[src/rtl/c64_bus_decode_if.sv]
// CPU-side bus between the 6510 wrapper and the C64 address decoder.
// The wrapper drives address, write data and strobes; the decoder returns read data.
interface c64_bus_decode_if;
    logic [15:0] cpu_ab;
    logic [7:0]  cpu_do;
    logic        cpu_we;
    logic        rdy;
    logic [7:0]  cpu_di;

    modport master (output cpu_ab, output cpu_do, output cpu_we, output rdy, input cpu_di);
    modport slave  (input cpu_ab, input cpu_do, input cpu_we, input rdy, output cpu_di);
endinterface

[src/rtl/c64_bus_decode.sv]
// C64 memory map decoder with the 6510 on-chip I/O port ($0000/$0001).
// Read data reaches the CPU exactly one cycle after the address, via a registered source select.
module c64_bus_decode (
    input  logic                    clk,
    input  logic                    reset,
    c64_bus_decode_if.slave         cpu,
    output logic [15:0]             ram_addr,
    output logic                    ram_we,
    output logic [7:0]              ram_do,
    input  logic [7:0]              ram_di,
    output logic [12:0]             rom_addr,
    output logic [1:0]              rom_sel,
    input  logic [7:0]              rom_di,
    output logic [11:0]             io_addr,
    output logic                    io_re,
    output logic                    io_we,
    output logic [7:0]              io_do,
    input  logic [7:0]              io_di,
    input  logic                    cass_sense,
    output logic                    cass_wr,
    output logic                    cass_motor,
    output logic [2:0]              bank
);
    localparam logic [1:0] SEL_RAM = 2'd0;
    localparam logic [1:0] SEL_ROM = 2'd1;
    localparam logic [1:0] SEL_IO  = 2'd2;
    localparam logic [1:0] SEL_REG = 2'd3;

    localparam logic [1:0] ROM_BASIC  = 2'd0;
    localparam logic [1:0] ROM_KERNAL = 2'd1;
    localparam logic [1:0] ROM_CHAR   = 2'd2;

    logic [7:0] ddr_reg, port_reg, hold_reg;
    logic [1:0] sel_reg, sel_next;
    logic [7:0] pull_level, eff;
    logic       loram, hiram, charen;
    logic       is_ddr, is_port, in_basic, in_kernal, in_io_win;
    logic       basic_vis, kernal_vis, io_vis, char_vis, active;
    logic [7:0] reg_rd_val, di_mux;

    // Undriven port lines float to the board pull level; bit 4 follows the cassette switch.
    assign pull_level = {2'b00, 1'b1, cass_sense, 4'b1111};

    genvar gi;
    generate
        for (gi = 0; gi < 8; gi++) begin : g_line
            assign eff[gi] = ddr_reg[gi] ? port_reg[gi] : pull_level[gi];
        end
    endgenerate

    assign loram      = eff[0];
    assign hiram      = eff[1];
    assign charen     = eff[2];
    assign bank       = {charen, hiram, loram};
    assign cass_wr    = eff[3];
    assign cass_motor = eff[5];

    assign is_ddr    = (cpu.cpu_ab == 16'h0000);
    assign is_port   = (cpu.cpu_ab == 16'h0001);
    assign in_basic  = (cpu.cpu_ab[15:13] == 3'b101);
    assign in_kernal = (cpu.cpu_ab[15:13] == 3'b111);
    assign in_io_win = (cpu.cpu_ab[15:12] == 4'hD);

    // Visibility uses the registers as they stand, so a port write only affects later cycles.
    assign basic_vis  = in_basic & loram & hiram;
    assign kernal_vis = in_kernal & hiram;
    assign io_vis     = in_io_win & (loram | hiram) & charen;
    assign char_vis   = in_io_win & (loram | hiram) & ~charen;

    assign ram_addr = cpu.cpu_ab;
    assign ram_do   = cpu.cpu_do;
    assign io_do    = cpu.cpu_do;
    assign io_addr  = cpu.cpu_ab[11:0];

    always_comb begin
        sel_next = SEL_RAM;
        rom_sel  = ROM_BASIC;
        rom_addr = cpu.cpu_ab[12:0];
        if (is_ddr || is_port) begin
            sel_next = SEL_REG;
        end else if (basic_vis) begin
            sel_next = SEL_ROM;
        end else if (kernal_vis) begin
            sel_next = SEL_ROM;
            rom_sel  = ROM_KERNAL;
        end else if (io_vis) begin
            sel_next = SEL_IO;
        end else if (char_vis) begin
            sel_next = SEL_ROM;
            rom_sel  = ROM_CHAR;
            rom_addr = {1'b0, cpu.cpu_ab[11:0]};
        end
    end

    // Strobes are suppressed while paused or in reset; writes under ROM land in RAM.
    assign active = reset & cpu.rdy;
    assign ram_we = active & cpu.cpu_we & ~io_vis;
    assign io_we  = active & cpu.cpu_we & io_vis;
    assign io_re  = active & ~cpu.cpu_we & io_vis;

    assign reg_rd_val = is_ddr ? ddr_reg : eff;

    always_ff @(posedge clk) begin
        if (!reset) begin
            ddr_reg  <= 8'h00;
            port_reg <= 8'h00;
            hold_reg <= 8'h00;
            sel_reg  <= SEL_RAM;
        end else if (cpu.rdy) begin
            if (cpu.cpu_we) begin
                sel_reg <= SEL_RAM;
                if (is_ddr) begin
                    ddr_reg <= cpu.cpu_do;
                end
                if (is_port) begin
                    port_reg <= cpu.cpu_do;
                end
            end else begin
                sel_reg <= sel_next;
                if (is_ddr || is_port) begin
                    hold_reg <= reg_rd_val;
                end
            end
        end
    end

    always_comb begin
        case (sel_reg)
            SEL_ROM: di_mux = rom_di;
            SEL_IO:  di_mux = io_di;
            SEL_REG: di_mux = hold_reg;
            default: di_mux = ram_di;
        endcase
    end

    assign cpu.cpu_di = di_mux;
endmodule
[src/flat_wrapper.sv]
// flat-port wrapper written by rule: the top's interface ports become plain ports
module c64_bus_decode_flat 
  (clk, reset, ram_addr, ram_we, ram_do, ram_di, rom_addr, rom_sel, rom_di, io_addr, io_re, io_we, io_do, io_di, cass_sense, cass_wr, cass_motor, bank, cpu_cpu_ab, cpu_cpu_do, cpu_cpu_we, cpu_rdy, cpu_cpu_di);
  c64_bus_decode_if cpu_i ();
  input  logic clk;
  input  logic reset;
  output logic [15:0] ram_addr;
  output logic ram_we;
  output logic [7:0] ram_do;
  input  logic [7:0] ram_di;
  output logic [12:0] rom_addr;
  output logic [1:0] rom_sel;
  input  logic [7:0] rom_di;
  output logic [11:0] io_addr;
  output logic io_re;
  output logic io_we;
  output logic [7:0] io_do;
  input  logic [7:0] io_di;
  input  logic cass_sense;
  output logic cass_wr;
  output logic cass_motor;
  output logic [2:0] bank;
  input wire logic [$bits(cpu_i.cpu_ab)-1:0] cpu_cpu_ab;
  input wire logic [$bits(cpu_i.cpu_do)-1:0] cpu_cpu_do;
  input wire logic [$bits(cpu_i.cpu_we)-1:0] cpu_cpu_we;
  input wire logic [$bits(cpu_i.rdy)-1:0] cpu_rdy;
  output wire logic [$bits(cpu_i.cpu_di)-1:0] cpu_cpu_di;
  assign cpu_i.cpu_ab = cpu_cpu_ab;
  assign cpu_i.cpu_do = cpu_cpu_do;
  assign cpu_i.cpu_we = cpu_cpu_we;
  assign cpu_i.rdy = cpu_rdy;
  assign cpu_cpu_di = cpu_i.cpu_di;
  c64_bus_decode u_core (.clk(clk), .reset(reset), .cpu(cpu_i), .ram_addr(ram_addr), .ram_we(ram_we), .ram_do(ram_do), .ram_di(ram_di), .rom_addr(rom_addr), .rom_sel(rom_sel), .rom_di(rom_di), .io_addr(io_addr), .io_re(io_re), .io_we(io_we), .io_do(io_do), .io_di(io_di), .cass_sense(cass_sense), .cass_wr(cass_wr), .cass_motor(cass_motor), .bank(bank));
endmodule
[config.mk]
export PLATFORM = sky130hd
export DESIGN_NAME = c64_bus_decode_flat
export DESIGN_NICKNAME = d
export VERILOG_FILES = /design/src/rtl/c64_bus_decode_if.sv /design/src/rtl/c64_bus_decode.sv /design/src/flat_wrapper.sv
export SDC_FILE = /design/constraint.sdc
export NUM_CORES = 1
export LEC_CHECK = 0
export CAP_MARGIN = 20
export CORE_ASPECT_RATIO = 0.75
export CORE_MARGIN = 2
export CORE_UTILIZATION = 33
export DETAILED_ROUTE_END_ITERATION = 8
export PLACE_DENSITY = 0.84
export SYNTH_ARGS = -nofsm -noshare
export SYNTH_HDL_FRONTEND = slang
export SYNTH_SLANG_ARGS = --single-unit
[constraint.sdc]
create_clock -name clk -period 1.6 [get_ports clk]
set_input_delay 0.48 -clock clk [delete_from_list [all_inputs] [get_ports clk]]
set_output_delay 0.48 -clock clk [all_outputs]
set_load 0.05 [all_outputs]
==> flow_summary.ini <==
[worst_setup_path]
crit_type = flop to output port
cp_max_fo = 4
endpoint_kind = output port
crit_end = cpu_cpu_di[2]
crit_start = u_core.sel_reg[0]
cp_data_arrival_time_ns = 1.47
r2r_cells = 8
crit_required_ns = 1.12
r2r_start = u_core.ddr_reg[1]
critPathLaunchType = flop
r2r-end = u_core.sel_reg[0]
r2r_slack_ns = 0.06

[floorplan]
die_area_mm2 = 0.00647
die_w_um = 92.2
coreArea_mm2 = 0.00574
std_cell_rows = 24
ioPinCount = 128
die_h_um = 70.2
start_util_pct = 33.6

[yosys]
yosysMostFrequentCell = buf_4
netlist_area_mm2 = 0.00193
yosysSeqAreaShare_pct = 27.0
synth.area.top_cells = dfxtp_1, buf_4, mux2i_1, mux4_2, nand2_1
synth-edff-count = 0
async_flop_share_pct = 0
synth_ff_type = dfxtp_1
netlist.top_cell.by_area = dfxtp_1
yosysUniqueCellTypes = 30
synthCells = 214
ys.warnings.count = 0
synth_nets = 267
synth_area_per_cell_um2 = 9.00
yosys-top-cells-count = buf_4, nand2_1, dfxtp_1, mux2i_1, mux4_2
ys_seq_elements = 26
yosysTopAreaCellShare_pct = 27.0

[sta]
final_hold_viol_count = 0
slew_violations = 0
period_share_pct = 122
maxClockFrequency_ghz = 0.514
worst_slew_pin_slew_ns = 0.364
rsz0062_at_grt = true
setup_viol = 27
holdWs_ns = 0.461
setup_ws_ns = -0.347
slew_headroom_pct = 75.7
worst_clock_skew_ns = 0.00655
finalCriticalPeriod_ns = 1.95

[grt]
grt_pass1_vias = 2113
antenna_found_initial = 0
grt_util_all_layers_pct = 21.9
grt_overflow = 0
grt_pass1_wl_um = 11200
grt_max_degree = 39

[clock_network]
cts.clk_slew.worst_paths_ns = 0.09
tritoncts = done
clock_latency_ns = 0.27
clock-sinks = 26
cts_made_buffers = 3
hold_buffers = 0
cts_root_buf = clkbuf_8
cts_buffer_depth = 2
cts_htree_levels = 1

[worst_hold_path]
whs_path_depth = 2
holdCritPathClass = flop to flop

[drt]
route.antenna.remaining_nets = 0
vias = 1966
drt_iter0_drc = 81
wl_per_cell_um = 17.5
drc = 0
first_pass_iters = 4
drt-total-wl_um = 7130
viasPerCell = 4.82

[place]
globalplace.congestion = 0.741
portBuffers = 127
dpl_worst_slack_ns = -0.667
dp.final_hpwl_um = 5190

[cells_and_area]
drive_above_1_share_pct = 56.4
antenna-diode-count = 0
nFillCells = 375
area_delta_synth_final_pct = 112
nNetsFinal = 384

[run_status]
status = finished, violations left
violations = setup timing

[power]
p_per_area_mw_per_mm2 = 522
ir_drop_v = 0.000285
leakage_nw = 1.79

[run]
cap_violations = 0
placed cells by master (no fill, tap or decap), types with 2 or more instances in the layout:
cell,count
a21oi_1,2
and4_4,4
buf_12,67
buf_2,3
buf_4,44
buf_6,11
buf_8,9
clkbuf_2,3
clkbuf_8,4
clkdlybuf4s15_1,2
clkdlybuf4s15_2,3
dfxtp_1,22
dfxtp_2,3
dlygate4sd2_1,38
inv_1,4
inv_4,2
mux2i_1,24
mux4_2,8
nand2_1,36
nand2_2,2
nand2b_1,2
nor2_4,3
nor2b_4,5
nor4_4,3
o211ai_1,7
o21ai_0,2
or2_2,2
cell type report:
class                           count  area [um^2]  share of cell area (%)
Sequential cell                    26          528                    12.9
Multi-Input combinational cell    113         1020                    25.0
Timing Repair Buffer              181         2360                    57.7
Tap cell                           78         97.6                    2.39
Clock buffer                        4         55.1                    1.35
Inverter                            6         27.5                   0.674
metrics by stage:
step / std cells / utilization, % / instance area (um^2) / TNS [ns] / total power (W)
finish: 408 / 71.2 / 4090 / -4.54 / 0.00213
floorplan: 214 / - / 2010 / -0.296 / 0.00119
global route: 408 / 71.2 / 4090 / -5.61 / 0.00220
CTS: 402 / 69.8 / 4000 / -4.22 / 0.00213
global placement: 391 / 66.1 / 3790 / -28.60 / 0.00169
detailed placement: 391 / 66.1 / 3790 / -30.95 / 0.00170
critical path: stages, from the launching register on:
cell and delay (ns):
dfxtp_4 0.37, buf_6 0.13, mux4_2 0.52, buf_8 0.17
per-layer routing:
layer  vias to the layer above  wire length [um]  share of wire [%]  track usage [%]
li1                        902                 -                  -                -
met1                       973              2760                 39             24.9
met2                        77              3910                 55             41.9
met3                        14               333                4.7             3.99
met4                         0               128                1.8             6.14
met5                         -                 0                  0                0
cell families (layout without fill, tap and decap cells):
logic type / count (synthesis) / in the layout / synth area share [%]
compound gates: 17 / 17 / 5.98
flops: 26 / 26 / 27.0
buf+inv: 75 / 191 / 27.9
simple gates: 64 / 64 / 17.3
mux: 32 / 32 / 21.8
worst min-delay path by stage:
stage	to	slack [ns]	from
2_1_floorplan	u_core.port_reg[3]	0.43	u_core.port_reg[3]
3_3_place_gp	u_core.port_reg[3]	0.44	u_core.port_reg[3]
3_5_place_dp	u_core.port_reg[4]	0.45	u_core.port_reg[4]
4_1_cts	u_core.port_reg[4]	0.46	u_core.port_reg[4]
5_1_grt	u_core.port_reg[4]	0.49	u_core.port_reg[4]
6_report	u_core.port_reg[4]	0.46	u_core.port_reg[4]
where the power goes:
group          total, W  switching [W]  leakage, nW  internal (W)
combinational   0.00106       0.000554         1.55      0.000509
clock          0.000422       0.000202       0.0288      0.000220
sequential     0.000647     0.00000111        0.212      0.000646
repair_timing:
action	CTS	global route
setup endpoints to repair	99	51
setup buffers	7	9
gates resized for setup	117	21
cloned	0	0
pin swaps	12	9
Power figures use the tool's default switching activity.
